## src/rtl/wpat_seq_gen_pkg.sv

```systemverilog
// Shared encodings for the pattern sequencer: source modes, FSM states and
// the LFSR feedback polynomial.
package wpat_seq_gen_pkg;

  typedef enum logic [1:0] {
    MODE_INCR  = 2'd0,
    MODE_LFSR  = 2'd1,
    MODE_WALK  = 2'd2,
    MODE_CONST = 2'd3
  } mode_t;

  typedef enum logic [1:0] {
    ST_IDLE = 2'd0,
    ST_RUN  = 2'd1,
    ST_HOLD = 2'd2,
    ST_DONE = 2'd3
  } state_t;

  // Taps for x^8+x^6+x^5+x^4+1 in a left-shifting Fibonacci register.
  localparam logic [7:0] LFSR_TAPS = 8'hB8;

  function automatic logic [7:0] lfsr_step(input logic [7:0] q);
    return {q[6:0], ^(q & LFSR_TAPS)};
  endfunction

endpackage

```

## src/rtl/wpat_lfsr8.sv

```systemverilog
// 8-bit Fibonacci LFSR with synchronous seed load and step enable.
module wpat_lfsr8
  import wpat_seq_gen_pkg::*;
#(
  parameter logic [7:0] SEED = 8'hA5
) (
  input  logic       clk,
  input  logic       rstn,
  input  logic       load,
  input  logic       en,
  output logic [7:0] q
);

  always_ff @(posedge clk or negedge rstn) begin
    if (!rstn)     q <= SEED;
    else if (load) q <= SEED;
    else if (en)   q <= lfsr_step(q);
  end

endmodule

```

## src/rtl/wpat_seq_gen.sv

```systemverilog
// Burst pattern generator feeding the legacy compare/register datapath.
// Handshake: out_vld marks a beat; hold=1 from downstream keeps the current beat on the outputs unchanged.
module wpat_seq_gen
  import wpat_seq_gen_pkg::*;
#(
  parameter int         AW        = 4,
  parameter int         CNT_W     = 8,
  parameter logic [7:0] LFSR_SEED = 8'hA5
) (
  input  logic             clk,
  input  logic             rstn,
  input  logic             start,
  input  logic             stop,
  input  logic [1:0]       mode,
  input  logic [CNT_W-1:0] burst_len,
  input  logic [7:0]       const_val,
  input  logic             hold,
  output logic [AW-1:0]    out_in0,
  output logic [7:0]       out_in1,
  output logic [4:0]       out_wpat1,
  output logic [3:0]       out_wpat2,
  output logic             out_vld,
  output logic             busy,
  output logic             done,
  output logic [1:0]       fsm_state
);

  localparam logic [CNT_W-1:0] CNT_ONE = {{(CNT_W-1){1'b0}}, 1'b1};

  state_t           state_q, state_d;
  mode_t            mode_q;
  logic [CNT_W-1:0] len_q, cnt_q;
  logic [7:0]       d_q, d_next, d_first, lfsr_q, pattern;
  logic             accept, issue;

  assign fsm_state = state_q;

  // cnt_q counts beats already issued, so cnt_q==len_q means the burst is spent.
  always_comb begin
    state_d = state_q;
    accept  = 1'b0;
    issue   = 1'b0;
    case (state_q)
      ST_IDLE: begin
        if (start && !stop) begin
          accept  = 1'b1;
          state_d = (burst_len == '0) ? ST_DONE : ST_RUN;
        end
      end
      ST_RUN, ST_HOLD: begin
        if (stop)                state_d = ST_DONE;
        else if (hold)           state_d = ST_HOLD;
        else if (cnt_q == len_q) state_d = ST_DONE;
        else begin
          issue   = 1'b1;
          state_d = ST_RUN;
        end
      end
      ST_DONE: state_d = ST_IDLE;
      default: state_d = ST_IDLE;
    endcase
  end

  always_comb begin
    pattern = (mode_q == MODE_LFSR) ? lfsr_q : d_q;
    case (mode_q)
      MODE_INCR: d_next = d_q + 8'd1;
      MODE_WALK: d_next = {d_q[6:0], d_q[7]};
      default:   d_next = d_q;
    endcase
    case (mode_t'(mode))
      MODE_WALK:  d_first = 8'h01;
      MODE_CONST: d_first = const_val;
      default:    d_first = 8'h00;
    endcase
  end

  wpat_lfsr8 #(.SEED(LFSR_SEED)) u_lfsr (
    .clk  (clk),
    .rstn (rstn),
    .load (accept),
    .en   (issue && (mode_q == MODE_LFSR)),
    .q    (lfsr_q)
  );

  always_ff @(posedge clk or negedge rstn) begin
    if (!rstn) begin
      state_q   <= ST_IDLE;
      mode_q    <= MODE_INCR;
      len_q     <= '0;
      cnt_q     <= '0;
      d_q       <= '0;
      out_in0   <= '0;
      out_in1   <= '0;
      out_wpat1 <= '0;
      out_wpat2 <= '0;
      out_vld   <= 1'b0;
      busy      <= 1'b0;
      done      <= 1'b0;
    end else begin
      state_q <= state_d;
      busy    <= (state_d == ST_RUN) || (state_d == ST_HOLD);
      done    <= (state_d == ST_DONE);
      if (accept) begin
        mode_q <= mode_t'(mode);
        len_q  <= burst_len;
        cnt_q  <= '0;
        d_q    <= d_first;
      end
      if (issue) begin
        out_in0   <= pattern[AW-1:0];
        out_in1   <= pattern;
        out_wpat1 <= pattern[7:3];
        out_wpat2 <= cnt_q[3:0];
        out_vld   <= 1'b1;
        cnt_q     <= cnt_q + CNT_ONE;
        d_q       <= d_next;
      end else if ((state_d == ST_DONE) || (state_d == ST_IDLE)) begin
        out_vld <= 1'b0;
      end
    end
  end

endmodule

```

## config.mk

```make
export PLATFORM = sky130hd
export DESIGN_NAME = wpat_seq_gen
export DESIGN_NICKNAME = d
export VERILOG_FILES = /design/src/rtl/wpat_seq_gen_pkg.sv /design/src/rtl/wpat_lfsr8.sv /design/src/rtl/wpat_seq_gen.sv
export SDC_FILE = /design/constraint.sdc
export NUM_CORES = 1
export LEC_CHECK = 0
export BUFFER_PORTS_ARGS = -buffer_cell sky130_fd_sc_hd__buf_2
export CORE_ASPECT_RATIO = 0.6
export CORE_MARGIN = 4
export CORE_UTILIZATION = 60
export DETAILED_ROUTE_END_ITERATION = 16
export HOLD_SLACK_MARGIN = 0.1
export PLACE_DENSITY = 0.9
export SYNTH_ARGS = -nofsm -noshare
export SYNTH_HDL_FRONTEND = slang
export SYNTH_SLANG_ARGS = --single-unit
```

## constraint.sdc

```tcl
create_clock -name clk -period 5.68 [get_ports clk]
set_input_delay 0.284 -clock clk [delete_from_list [all_inputs] [get_ports clk]]
set_output_delay 0.284 -clock clk [all_outputs]
set_load 0.005 [all_outputs]
```

==> impl_metrics.csv, run 1 <==
group,metric,value,unit
logic_synthesis,synth_compound_area_frac,0.129,
logic_synthesis,synthMuxAreaShare,0.119,
logic_synthesis,synthXorXnorAreaFrac,0.0552,
setup_path,start_kind,"register",
logic_synthesis,yosys.area_share.simple,0.137,
cts,cts_tree,"built",
logic_synthesis,netlist_area,0.00270,mm2
sta,post-route-period-util,0.444,
setup_path,slowest_stage,"o21ai_4",
setup_path,reg2reg_from,"cnt_q[0]",
placement,place_congestion,0.864,
logic_synthesis,ys_async_sr_fraction,1.00,
floorplan,ioPinCount,49,
sta,final.setup.worst_slack,3160,ps
setup_path,reg2regPathDepth,5,
logic_synthesis,synth_cells,263,
setup_path,crit_chain,"xnor2_1, nand4_2, o21ai_4, nor2b_1, a222oi_1",
cts,clock_latency,300,ps
routing,wl_per_cell,16.0,um
logic_synthesis,synth_top_family_by_area,"simple AND/OR/NAND/NOR gates",
setup_path,worstSetupEndpointType,"register",
routing,avgViaCountPerCell,5.81,
setup_path,path_buf_inv,0,
cts,clock-sinks,51,
cts,cts.path.max_buffers,2,
setup_path,path_depth,5,
sta,hold_viol,0,
global_route,grt_pass1_vias,1985,
layout,fin_area,0.00301,mm2
layout,drive_above_1_share,0.267,
setup_path,worst_path_largest_cell_delay,740,ps
setup_path,critPathMaxFanout,37,
min_path,hp-class,"primary input to register",
routing,drt-total-wl,5780,um
global_route,antenna_found_initial,0,
logic_synthesis,synth_edf_count,0,
power_and_ir_drop,powerDensity,507,mW/mm2
sta,tightestPinTransition,854,ps
logic_synthesis,syn_avg_cell_area,10.3,um2
cts,path_clk_slew,90,ps
sta,slew_violations,0,
routing,firstDrtPassIters,5,
placement,post-dp-hpwl,4400,um
setup_path,path_class,"register to register",
layout,final_cell_mix,"buf_2, dfrtp_1, nand2_1, o21ai_0, mux2i_1",
logic_synthesis,synth_nets,291,
setup_path,critPathTopFamily,"compound AO/OA/AOI/OAI gates",
setup_path,required,5830,ps
global_route,grt.total_usage,0.230,
sta,min_period,2520,ps
layout,nFillCells,335,
sta,rsz0062_at_grt,"no",
setup_path,regToRegSetupSlack,3160,ps
run_status,outcome,"finished, final reports clean",
floorplan,row_count,18,
cts,ctsResizeCount,0,
cts,htree_levels,2,
cts,cts-buffers-inserted,5,
sta,timing.fmax,397,MHz
layout,antenna_cells,0,
layout,final_common_cell,"buf_2",
logic_synthesis,synth-seq-cells,51,
routing,vias,2092,
floorplan,die_h,59.9,um
floorplan,dieArea,0.00567,mm2
power_and_ir_drop,p_leak,1.50,nW
floorplan,start_util,0.640,
routing,drt_iter0_drc,272,
sta,holdWs,228,ps
power_and_ir_drop,power,0.00153,W
sta,fin_skew,8.45,ps
setup_path,rr_endpoint,"d_q[0]",
sta,setup_viol,0,
sta,setup_tns,0,ps
setup_path,crit_path_end,"d_q[0]",
placement,port_buffers,48,
logic_synthesis,synth-main-ff-cell,"dfrtp_1",
placement,place_area,0.00290,mm2
routing,ant_nets,0,
global_route,grt_max_degree,52,
global_route,grt_pass1_wl,9830,um
logic_synthesis,synth.distinct_cells,45,
routing,route.detailed.drc,0,
layout,nNetsFinal,327,
logic_synthesis,synthAdderAreaFrac,0.0232,
sta,relSlewSlack,0.428,
setup_path,timing.critical_path.from,"cnt_q[0]",
global_route,grt_overflow,0,
layout,syn2layout_area_growth,11.7,%
setup_path,arrival,2670,ps
run,cap_violations,0,
floorplan,die_x,94.5,um
logic_synthesis,ys_seq_area_frac,0.475,
placement,place_ws,3190,ps
cts,cts_root_buffer,"clkbuf_8",
logic_synthesis,yosysWarningCount,0,
floorplan,coreArea,0.00421,mm2
power_and_ir_drop,peakVddDrop,0.293,mV
worst min-delay path by stage:
| stage | slack (ps) | to | start | cells past startpoint |
|---|---|---|---|---|
| 3_3_place_gp | 420 | out_wpat2[3] | rstn | 2 |
| 2_1_floorplan | -10 | busy | rstn | 0 |
| 4_1_cts | 220 | d_q[2] | const_val[2] | 3 |
| 6_report | 230 | len_q[7] | burst_len[7] | 2 |
| 3_5_place_dp | 420 | out_wpat2[2] | rstn | 2 |
| 5_1_grt | 220 | len_q[3] | burst_len[3] | 2 |
synthesized netlist by cell type, types with 3 or more instances:
cell type  count  area, um2
a21oi_1        5       25.0
a221oi_1       3       26.3
a222oi_1       4       40.0
buf_1          4       15.0
buf_4          9       67.6
clkbuf_1       5       18.8
dfrtp_1       47       1180
dfstp_2        4        105
ha_1           5       62.6
inv_1         13       48.8
mux2_2        13        146
mux2i_1       16        160
nand2_1       32        120
nand2b_1       4       25.0
nand3_1       11       55.1
nor2_1        10       37.5
nor2b_1        3       18.8
o21ai_0       24        120
o2bb2ai_1      3       26.3
xnor2_1       15        131
power breakdown:
part	internal (W)	switching, W
combinational	0.000310	0.000332
sequential	0.000515	0.000149
clock	0.000111	0.000111
total	0.000936	0.000592
routing by layer:
layer | global-route usage | vias up | part of all wire
li1 | - | 986 | -
met1 | 0.347 | 982 | 0.49
met2 | 0.317 | 110 | 0.40
met4 | 0.0760 | 0 | 0.016
met3 | 0.0654 | 14 | 0.094
met5 | 0 | - | 0
cell type report:
| type | count | area, um2 | area share |
|---|---|---|---|
| multi-input combinational | 178 | 1250 | 0.415 |
| clock buffer | 8 | 100 | 0.0332 |
| sequential | 51 | 1280 | 0.425 |
| inverter | 13 | 48.8 | 0.0162 |
| tap | 60 | 75.1 | 0.0249 |
| timing repair buffer | 50 | 258 | 0.0855 |
per-stage QoR:
stage,utilization,cells
after global placement,0.689,351
after detailed placement,0.689,351
after CTS,0.715,360
after floorplan,-,263
after global routing,0.715,360
final,0.715,360
logic make-up after synthesis:
group,Yosys count
flip-flops,51
multiplexers,30
adder cells (fa/ha/maj),5
buffers and inverters,34
AND/OR/NAND/NOR,75
XOR/XNOR,17
AO/OA/AOI/OAI,51
worst reg2reg max path, stage by stage, from the launching register on:
cell	delay, ps
dfrtp_1	470
xnor2_1	200
nand4_2	200
o21ai_4	740
nor2b_1	570
a222oi_1	180
registers in the layout, indices dropped and copies added, names as in the netlist:
name and count:
out_wpat2 4, mode_q 2, out_vld 1, cnt_q 8
busy 1, out_in0 3, len_q 8, u_lfsr.q 8
out_in1 5, fsm_state 2, d_q 8, done 1
timing repair:
action	4_1_cts	5_1_grt
setup buffers	0	0
endpoints found under the hold margin	20	0
hold buffers	1	0
(Power assumes the default switching activity.)
==> run 2: changes to the inputs <==
- ABC_AREA: default -> 1
- CORE_UTILIZATION: 60 -> 51
- PLACE_DENSITY: 0.9 -> 0.81
- clock period: 5.68 -> 2.13 ns (I/O delays scaled with it)
==> impl_metrics.csv, run 2 <==
group,metric,value,unit
routing,avgViaCountPerCell,5.14,
cts,clock_latency,310,ps
routing,wl_per_cell,13.0,um
sta,timing.fmax,514,MHz
logic_synthesis,synth_edf_count,0,
routing,vias,2566,
routing,firstDrtPassIters,4,
run,cap_violations,0,
floorplan,die_h,66.0,um
power_and_ir_drop,p_sw,0.00181,W
routing,route.detailed.drc,0,
floorplan,ioPinCount,49,
cts,cts.path.max_buffers,2,
sta,tightestPinTransition,644,ps
logic_synthesis,synth_cells,382,
logic_synthesis,synth_nets,410,
placement,port_buffers,48,
global_route,antenna_found_initial,0,
sta,hold_viol,0,
sta,post-route-period-util,0.914,
cts,clock-sinks,51,
power_and_ir_drop,p_leak,1.79,nW
sta,relSlewSlack,0.570,
logic_synthesis,syn_avg_cell_area,7.49,um2
cts,path_clk_slew,90,ps
sta,setup_viol,0,
layout,nNetsFinal,460,
layout,antenna_cells,0,
logic_synthesis,netlist_area,0.00286,mm2
cts,cts_setup_buffers,0,
min_path,hp-class,"primary input to register",
global_route,grt_pass1_wl,11200,um
power_and_ir_drop,pwr-share-clk,0.137,
floorplan,dieArea,0.00691,mm2
logic_synthesis,yosysMostFrequentCell,"nand2_1",
run_status,outcome,"finished, final reports clean",
cts,cts_tree,"built",
logic_synthesis,ys_async_sr_fraction,1.00,
logic_synthesis,synth-main-ff-cell,"dfrtp_1",
logic_synthesis,synth_common_cells,"nand2_1, dfrtp_1, inv_1",
logic_synthesis,synth_top_area_cell,"dfrtp_1",
layout,final_common_cell,"nand2_1",
routing,ant_nets,0,
power_and_ir_drop,sequentialPowerShare,0.433,
layout,drive_above_1_share,0.176,
sta,rsz0062_at_grt,"no",
logic_synthesis,netlist.area_leader.share,0.411,
routing,drt-total-wl,6500,um
setup_path,arrival,2140,ps
layout,final_cell_mix,"nand2_1, buf_2, dfrtp_1, inv_1, nand3_1",
setup_path,required,2330,ps
cts,cts-buffers-inserted,5,
placement,place_area,0.00309,mm2
cts,htree_levels,2,
floorplan,start_util,0.547,
sta,min_period,1950,ps
placement,post-dp-hpwl,4940,um
cts,cts_root_buffer,"clkbuf_8",
layout,syn2layout_area_growth,14.6,%
routing,drt_iter0_drc,164,
global_route,grt.total_usage,0.203,
setup_path,critPathMaxFanout,15,
sta,slew_violations,0,
setup_path,start_kind,"register",
floorplan,die_x,105,um
floorplan,coreArea,0.00523,mm2
logic_synthesis,synth.distinct_cells,32,
logic_synthesis,synth_area_leaders,"dfrtp_1, nand2_1, inv_1",
floorplan,row_count,20,
setup_path,worstSetupEndpointType,"register",
layout,fin_area,0.00328,mm2
placement,place_congestion,0.914,
power_and_ir_drop,intPower,0.00244,W
global_route,grt_pass1_vias,2406,
global_route,grt_overflow,0,
logic_synthesis,ys_seq_area_frac,0.448,
global_route,grt_max_degree,52,
sta,setup_tns,0,ps
setup_path,path_class,"register to register",
logic_synthesis,synth-seq-cells,51,
sta,fin_skew,10.6,ps
logic_synthesis,yosysWarningCount,0,
power_and_ir_drop,powerDensity,1300,mW/mm2
setup_path,regToRegSetupSlack,180,ps
power_and_ir_drop,switching_share,0.426,
power_and_ir_drop,pwr-share-comb,0.430,
power_and_ir_drop,peakVddDrop,0.718,mV
run 2: cell count changes after synthesis, sizes merged, moves of 8 or more:
cell,delta
nor2,+14
mux2i,-16
nand4,+8
mux2,-14
nand2,+114
xnor2,-10
inv,+32
nand3,+21
run 2: power by group through the flow:
stage	Combinational, W	Clock [W]	Sequential, W
global route	0.00210	0.000636	0.00191
finish	0.00183	0.000584	0.00184
global placement	0.00175	0	0.00183
floorplan	0.00138	0	0.00174
detailed placement	0.00180	0	0.00185
CTS	0.00183	0.000594	0.00184
run 2: area by class of cell:
type | count | area [um2]
fill | 457 | 1950
sequential | 51 | 1280
multi-input combinational | 264 | 1260
timing repair buffer | 64 | 383
inverter | 46 | 175
clock buffer | 7 | 86.3
tap | 66 | 82.6
clock inverter | 1 | 8.76
run 2: routing by layer:
layer,up-vias,routed length [um],GRT usage
met1,1188,3130,0.294
met4,0,54,0.0491
met2,82,2840,0.311
met5,-,0,0
li1,1289,-,-
met3,7,476,0.0468
run 2: worst max-delay path: stages, from the launching register on:
cell and delay [ps]:
dfrtp_1 500, xnor2_2 140, nand2_1 60, nor2_1 170, nand2_2 200, nand3_4 220, nand2_2 200, nand2_4 170
inv_4 70, nand2_1 60, nand2_1 50
run 2: timing repair:
action | CTS | global route
setup endpoints to repair | 0 | 4
hold buffers | 9 | 0
gates resized for setup | 0 | 2
hold endpoints to repair | 55 | 0
run 2: cells by family after synthesis:
logic type	share of synthesized area
xor+xnor	0.0332
simple gates	0.317
flops	0.448
fa+ha+maj	0.0219
buf+inv	0.114
compound gates	0.0661
run 2: through the flow:
stage               hold WS [ps]  worst slack (ps)  power, W  utilization  std cells
floorplan                   -189               327   0.00313            -        382
global placement             252               280   0.00358        0.590        482
detailed placement           258               215   0.00366        0.590        482
CTS                          106               194   0.00426        0.625        499
global route                 116              14.5   0.00465        0.627        499
finish                       103               183   0.00425        0.627        499
run 2: final timing paths:
kind                         startpoint            to  cells after the start
setup reg to reg               cnt_q[2]        d_q[6]                     10
max in group asynchronous          rstn        d_q[6]                      3
setup / recovery               cnt_q[2]        d_q[6]                     10
hold reg to reg            out_wpat2[2]  out_wpat2[2]                      2
hold / removal             burst_len[7]      len_q[7]                      3
min in group asynchronous          rstn  out_wpat2[1]                      3
